File: config.mk
export PLATFORM = sky130hd
export DESIGN_NAME = spi_adc_master
export DESIGN_NICKNAME = d
export VERILOG_FILES = /design/src/rtl/spi_adc_master.sv
export SDC_FILE = /design/constraint.sdc
export NUM_CORES = 1
export LEC_CHECK = 0
export ABC_CLOCK_PERIOD_IN_PS = 1950
export BUFFER_PORTS_ARGS = -buffer_cell sky130_fd_sc_hd__clkbuf_2
export CAP_MARGIN = 10
export CORE_ASPECT_RATIO = 0.6
export CORE_MARGIN = 1.5
export CORE_UTILIZATION = 51
export DETAILED_ROUTE_END_ITERATION = 8
export GPL_TIMING_DRIVEN = 0
export PLACE_DENSITY = 0.75
export SLEW_MARGIN = 10
export SYNTH_ARGS = -nofsm -noshare
export SYNTH_HDL_FRONTEND = slang
export SYNTH_SLANG_ARGS = --single-unit
File: constraint.sdc
create_clock -name clk_i -period 1.95 [get_ports clk_i]
set_input_delay 0.39 -clock clk_i [delete_from_list [all_inputs] [get_ports clk_i]]
set_output_delay 0.39 -clock clk_i [all_outputs]
set_load 0.02 [all_outputs]
File: src/rtl/spi_adc_master.sv
// SPI master for the external ADC. A start strobe with a 7-bit channel address launches one
// 16-bit mode-0 frame: command {chan, 9'b0} goes out on MOSI, MSB first, while MISO is
// shifted in. The received word and its channel tag are returned with one-cycle eoc/drdy
// strobes.
//
// Ports:
//   clk_i        system clock
//   rst_i        asynchronous reset, active high
//   start_i      start-conversion strobe, sampled every cycle
//   chan_addr_i  channel address, latched with an accepted start
//   busy_o       high while a frame is in progress (through the DONE cycle)
//   overrun_o    one-cycle pulse for each start_i seen while busy
//   eoc_o        one-cycle end-of-conversion pulse
//   drdy_o       one-cycle data-valid pulse, coincident with eoc_o
//   data_o       last converted word, held between frames
//   chan_o       channel of data_o
//   spi_sclk_o   SPI clock, idles low
//   spi_cs_no    chip select, active low
//   spi_mosi_o   command bit, MSB first
//   spi_miso_i   ADC data, MSB first
module spi_adc_master #(
  parameter int unsigned CLK_DIV  = 4,  // clk_i cycles per SCLK half-period
  parameter int unsigned CS_SETUP = 2,  // CS low to first SCLK phase
  parameter int unsigned CS_HOLD  = 4   // CS high after last SCLK fall, before DONE
) (
  input  logic        clk_i,
  input  logic        rst_i,
  input  logic        start_i,
  input  logic [6:0]  chan_addr_i,
  output logic        busy_o,
  output logic        overrun_o,
  output logic        eoc_o,
  output logic        drdy_o,
  output logic [15:0] data_o,
  output logic [6:0]  chan_o,
  output logic        spi_sclk_o,
  output logic        spi_cs_no,
  output logic        spi_mosi_o,
  input  logic        spi_miso_i
);

  // One shared counter times SETUP, each SCLK half-period and HOLD.
  localparam int unsigned MaxSd  = (CLK_DIV > CS_SETUP) ? CLK_DIV : CS_SETUP;
  localparam int unsigned CntMax = (MaxSd > CS_HOLD) ? MaxSd : CS_HOLD;
  localparam int unsigned CntW   = (CntMax > 1) ? $clog2(CntMax) : 1;

  localparam logic [CntW-1:0] SetupLast = CntW'(CS_SETUP - 1);
  localparam logic [CntW-1:0] HalfLast  = CntW'(CLK_DIV - 1);
  localparam logic [CntW-1:0] HoldLast  = CntW'(CS_HOLD - 1);

  typedef enum logic [2:0] {StIdle, StSetup, StShift, StHold, StDone} state_e;

  state_e          state_q;
  logic [CntW-1:0] cnt_q;
  logic [3:0]      bit_cnt_q;
  logic [14:0]     tx_q;       // command bits still to be sent after the one on MOSI
  logic [15:0]     rx_q;
  logic [6:0]      chan_lat_q;
  logic            busy_q, overrun_q, eoc_q, drdy_q;
  logic            sclk_q, cs_n_q, mosi_q;
  logic [15:0]     data_q;
  logic [6:0]      chan_q;

  always_ff @(posedge clk_i or posedge rst_i) begin
    if (rst_i) begin
      state_q    <= StIdle;
      cnt_q      <= '0;
      bit_cnt_q  <= '0;
      tx_q       <= '0;
      rx_q       <= '0;
      chan_lat_q <= '0;
      busy_q     <= 1'b0;
      overrun_q  <= 1'b0;
      eoc_q      <= 1'b0;
      drdy_q     <= 1'b0;
      sclk_q     <= 1'b0;
      cs_n_q     <= 1'b1;
      mosi_q     <= 1'b0;
      data_q     <= '0;
      chan_q     <= '0;
    end else begin
      overrun_q <= start_i & busy_q;
      eoc_q     <= 1'b0;
      drdy_q    <= 1'b0;

      unique case (state_q)
        StIdle: begin
          if (start_i) begin
            chan_lat_q <= chan_addr_i;
            mosi_q     <= chan_addr_i[6];
            tx_q       <= {chan_addr_i[5:0], 9'b0};
            cs_n_q     <= 1'b0;
            busy_q     <= 1'b1;
            cnt_q      <= '0;
            state_q    <= StSetup;
          end
        end

        StSetup: begin
          if (cnt_q == SetupLast) begin
            cnt_q     <= '0;
            bit_cnt_q <= '0;
            state_q   <= StShift;
          end else begin
            cnt_q <= cnt_q + 1'b1;
          end
        end

        StShift: begin
          if (cnt_q == HalfLast) begin
            cnt_q <= '0;
            if (!sclk_q) begin
              sclk_q <= 1'b1;
            end else begin
              // Falling edge: sample MISO and advance MOSI together.
              sclk_q <= 1'b0;
              rx_q   <= {rx_q[14:0], spi_miso_i};
              tx_q   <= {tx_q[13:0], 1'b0};
              if (bit_cnt_q == 4'd15) begin
                mosi_q  <= 1'b0;
                cs_n_q  <= 1'b1;
                state_q <= StHold;
              end else begin
                mosi_q    <= tx_q[14];
                bit_cnt_q <= bit_cnt_q + 4'd1;
              end
            end
          end else begin
            cnt_q <= cnt_q + 1'b1;
          end
        end

        StHold: begin
          if (cnt_q == HoldLast) begin
            cnt_q   <= '0;
            eoc_q   <= 1'b1;
            drdy_q  <= 1'b1;
            data_q  <= rx_q;
            chan_q  <= chan_lat_q;
            state_q <= StDone;
          end else begin
            cnt_q <= cnt_q + 1'b1;
          end
        end

        StDone: begin
          busy_q  <= 1'b0;
          state_q <= StIdle;
        end

        default: begin
          busy_q  <= 1'b0;
          cs_n_q  <= 1'b1;
          sclk_q  <= 1'b0;
          state_q <= StIdle;
        end
      endcase
    end
  end

  assign busy_o     = busy_q;
  assign overrun_o  = overrun_q;
  assign eoc_o      = eoc_q;
  assign drdy_o     = drdy_q;
  assign data_o     = data_q;
  assign chan_o     = chan_q;
  assign spi_sclk_o = sclk_q;
  assign spi_cs_no  = cs_n_q;
  assign spi_mosi_o = mosi_q;

endmodule

* Word-level counts from Yosys, hierarchy flattened
Cells that the tools add are included.
** Storage, ports and cells
- Flip-flop bits (word level) :: 76
- Bits of input ports :: 11
- Output and inout port bits :: 30
- Word-level logic and storage cells :: 89
** Operators by class
- $add $sub $neg :: 2
- Eq/ne operators :: 14
- Multiplexer cells :: 37
- Bitwise operators :: 4
- Reduce and logical (&&, ||, !) cells :: 18
** Operators with widths (number)
- $mux 15 :: 3
- $pmux 15 s2 :: 1
- $mux 3 :: 6
- $mux 4 :: 4
- $ne 2x2->1 const B :: 7
- $mux 1 :: 13
- $pmux 3 s4 :: 1
- $reduce_and 2->1 :: 5
- $reduce_and 5->1 :: 2
- $pmux 4 s2 :: 1
- $eq 3x2->1 const B :: 2
- $mux 2 :: 3
- $pmux 1 s2 :: 3
- $pmux 2 s3 :: 1
- $reduce_and 6->1 :: 1
- $reduce_or 3->1 :: 2
- $add 4x1->4 const B :: 1
- $eq 4x4->1 const B :: 1
- $reduce_and 4->1 :: 1
- $reduce_bool 2->1 :: 2
- $reduce_or 4->1 :: 1
- $eq 3x1->1 const B :: 1
- $eq 3x3->1 const B :: 1
- $logic_not 3->1 :: 1
- other kinds (9) :: 11

* Depth between registers and ports, before layout
- Word-level depth :: 5
- Mapped depth :: 6

* Least setup slack after synthesis
Ideal clock, no wire load.
- Path kind :: register -> register
- Start :: register state_q[0]
- End :: register rx_q[0]
- Setup time :: 0.125 ns
- Arrival time :: 1.447 ns
- Data required time :: 1.825 ns
- Slack :: 0.378 ns
- Cell stages (with the launch flop) :: 7
- Buffers on the path :: 3
- Path through :: dfrtp_1 buf_2 nor3b_2 and3_4 buf_6 buf_8 mux2_4
** Between the ends
- Cells in the longest elaborated chain, start to end :: 2
** RTL lines
- start, declared :: RTL line 53 : state_e state_q;
- start signal, assigned :: RTL line 66 : state_q <= StIdle;
- start signal, assigned :: RTL line 95 : state_q <= StSetup;
- start signal, assigned :: RTL line 103 : state_q <= StShift;
- $eq 3x2->1 :: RTL line 86 : unique case (state_q)
- $reduce_and 3->1 (no line)
- end signal, assigned :: RTL line 117 : rx_q <= {rx_q[14:0], spi_miso_i};
- end, declared :: RTL line 57 : logic [15:0] rx_q;
No other way between the ends.
A chain may end at the register's enable or synchronous reset.

* Final worst setup path
- Start :: register cnt_q[0]
- End :: register tx_q[11]
** Between the ends
- Cells in the longest elaborated chain, start to end :: 3
** RTL lines
- start, declared :: RTL line 54 : logic [CntW-1:0] cnt_q;
- start signal, assigned :: RTL line 105 : cnt_q <= cnt_q + 1'b1;
- start signal, assigned :: RTL line 129 : cnt_q <= cnt_q + 1'b1;
- start signal, assigned :: RTL line 142 : cnt_q <= cnt_q + 1'b1;
- $eq 2x2->1 :: RTL line 110 : if (cnt_q == HalfLast) begin
- $ne 2x2->1 (no line)
- $reduce_and 4->1 (no line)
- end signal, assigned :: RTL line 91 : tx_q <= {chan_addr_i[5:0], 9'b0};
- end signal, assigned :: RTL line 118 : tx_q <= {tx_q[13:0], 1'b0};
- end, declared :: RTL line 56 : logic [14:0] tx_q;
No other way between the ends.

==> impl_metrics.env <==
export IMPL_final_hold_viol_count=0
export IMPL_insertedDiodeCount=0
export IMPL_synthToLayoutAreaGrowth_pct=17.70
export IMPL_track_usage_pct=19.45
export IMPL_drive_gt1_share_pct=47.06
export IMPL_place_congestion=0.7956
export IMPL_wl_um=5498
export IMPL_tns_ps=0
export IMPL_rsz0062_at_grt="false"
export IMPL_total_power_w=0.002656
export IMPL_sequentialPowerShare_pct=53.2
export IMPL_overflow=0
export IMPL_netlist_area_um2=2983
export IMPL_n_fill_cell=458
export IMPL_viasPerCell=5.276
export IMPL_design_area_um2=3511
export IMPL_clockPowerShare_pct=44.2
export IMPL_grt_max_degree=38
export IMPL_hold_path_class="in -> async"
export IMPL_avgSynthCellArea_um2=13.87
export IMPL_fin_nets=283
export IMPL_outcome="finished, final reports clean"
export IMPL_synth_seq_area_share_pct=56.25
export IMPL_max_clock_freq_mhz=571.8
export IMPL_critical_path_class="reg -> reg"
export IMPL_grt_pass1_vias=1795
export IMPL_antenna_left=0
export IMPL_route_detailed_drc=0
export IMPL_power_density_nw_per_um2=756.5
export IMPL_ios=41
export IMPL_finalCritPeriodShare_pct=89.68
export IMPL_place_area_um2=3307
export IMPL_worst_slew_pin_slew_ps=694.4
export IMPL_portBuffers=40
export IMPL_synth_cells=215
export IMPL_p_comb_share_pct=2.6
export IMPL_clock_skew_ps=5.372
export IMPL_hpwl_um=3857
export IMPL_worstPathRequired_ps=2180
export IMPL_p_int_w=0.002091
export IMPL_synth_ff_type="dfrtp_1"
export IMPL_synth_nets=231
export IMPL_yosys_warnings=0
export IMPL_cts_buffers=9
export IMPL_post_cts_setup_buffers=0
export IMPL_die_h_um=62.24
export IMPL_antenna_found_initial=0
export IMPL_wl_per_cell_um=15.62
export IMPL_power_switching_w=0.0005651
export IMPL_leakagePower_nw=1.809
export IMPL_setup_viol=0
export IMPL_cts_buffer_depth=2
export IMPL_core_area_um2=5597
export IMPL_first_pass_iters=4
export IMPL_root_buffer="clkbuf_8"
export IMPL_synth_edff_count=0
export IMPL_clk_transition_reported_paths_ps=70
export IMPL_synth_cell_types=44
export IMPL_ir_worst_vdd_uv=393.9
export IMPL_rows=21
export IMPL_clock_sinks=67
export IMPL_switching_share_pct=21.28
export IMPL_start_util_pct=53.30
export IMPL_drt_iter0_drc=94
export IMPL_cts_hold_buffers_added=0
export IMPL_ys_ff_latch=67
export IMPL_die_x_um=101.7
export IMPL_insertion_delay_ps=340
export IMPL_cts_resized_gates=0
export IMPL_multi_input_area_um2=1189
export IMPL_min_period_ps=1749
export IMPL_drv_cap=0
export IMPL_crit_fanout=7
export IMPL_final_seq_area_um2=1678
export IMPL_worstPathArrival_ps=1970
export IMPL_cp_start_kind="flop"
export IMPL_hold_slack_ps=122.0
export IMPL_end_kind="flop"
export IMPL_synth_async_sr_flop_share_pct=100.0
export IMPL_die_area_um2=6332
export IMPL_drv_slew=0
export IMPL_num_vias=1857
export IMPL_cts_tree="done"
export IMPL_max_slew_margin_pct=53.51
export IMPL_grt_pass1_wl_um=9183
export IMPL_cts_max_level=3
per-stage QoR:
stage                     std cells  worst slack, ps  utilization (%)
after floorplan                 215            378.0                -
after global placement          335            254.1            58.73
after detailed placement        336            218.9            59.09
after CTS                       352            216.6            62.73
after global routing            352            98.25            62.73
final                           352            201.2            62.73
Yosys cell counts, drive strengths merged (2+ instances only):
cell | number | area (um^2)
buf | 11 | 78.82
mux2 | 58 | 690.7
nand2b | 2 | 12.51
inv | 10 | 37.54
nand4b | 2 | 17.52
nand3 | 4 | 25.02
nor2 | 3 | 11.26
o211ai | 4 | 30.03
nor3b | 2 | 20.02
ha | 5 | 62.56
nand2 | 7 | 26.28
dfrtp | 66 | 1652
and3 | 5 | 36.28
nor2b | 5 | 33.78
o21ai | 8 | 40.04
a31oi | 4 | 25.02
routing by layer:
metal | global-route usage [%] | share of wire (%) | up-vias
met4 | 9.201 | 2.0 | 0
met3 | 6.194 | 6.0 | 12
met5 | 0 | 0 | -
met2 | 25.67 | 40 | 52
li1 | - | - | 878
met1 | 28.80 | 52 | 915
flip-flops by register name, indices dropped and copies added, names as in the netlist:
name and count:
data_o 16, rx_q 16, chan_lat_q 7, chan_o 7, tx_q 6, bit_cnt_q 4, state_q 3, cnt_q 2
busy_o 1, drdy_o 1, overrun_o 1, spi_cs_no 1, spi_mosi_o 1, spi_sclk_o 1
critical path: stages (launching register included):
cell and delay, ps:
dfrtp_1 430, ha_1 300, nand3_1 120, a21boi_2 390, mux2_2 390
power groups by stage:
stage,clock [W],sequential (W),combinational [W]
after floorplan,0,0.00144,0.0000386
after global placement,0,0.00144,0.0000655
after detailed placement,0,0.00144,0.0000715
after CTS,0.00120,0.00141,0.0000719
after global routing,0.00126,0.00141,0.0000786
final,0.00117,0.00141,0.0000693
worst paths after layout:
kind,from,to,slack [ps],cells after the start
worst max-delay path,cnt_q[0]$_DFFE_PP0P_,tx_q[11]$_DFFE_PP0P_,200,4
worst min-delay path,rst_i,chan_o[0]$_DFFE_PP0P_,120,2
worst max register to register,cnt_q[0]$_DFFE_PP0P_,tx_q[11]$_DFFE_PP0P_,200,4
worst min register to register,chan_lat_q[2]$_DFFE_PP0P_,chan_o[2]$_DFFE_PP0P_,500,1
max in group asynchronous,rst_i,spi_cs_no$_DFFE_PP1P_,1170,3
min in group clk_i,spi_miso_i,rx_q[0]$_DFFE_PP0P_,280,2
placed cells by master (no fill, tap or decap), types with 2 or more instances in the layout:
master	Yosys	routed
a31oi_1	4	4
and3_1	4	4
buf_2	6	6
buf_4	3	3
clkbuf_2	0	40
clkbuf_8	0	11
clkinv_2	0	2
dfrtp_1	66	66
ha_1	5	5
inv_1	10	9
mux2_1	5	5
mux2_2	43	43
mux2_4	10	10
nand2_1	7	7
nand2b_1	2	2
nand3_1	3	3
nand4b_1	2	2
nor2_1	3	3
nor2b_1	4	4
o211ai_1	4	4
o21ai_0	8	8
final cells by class:
type	count	area share, %
flip-flops and latches	67	47.79
multi-input cells	127	33.86
repair buffers	41	6.272
clock buffers	12	4.419
well taps	80	2.851
plain buffers	11	2.245
clock inverters	4	1.390
inverters	10	1.176
kinds of logic after synthesis:
family	after synthesis	share of synthesized area, %
and+or+nand+nor	37	8.431
DFF	67	56.25
muxes	58	23.15
adders and majority gates	5	2.097
AOI/OAI and AO/OA	27	6.167
buffers and inverters	21	3.901
Power figures use the tool's default switching activity.
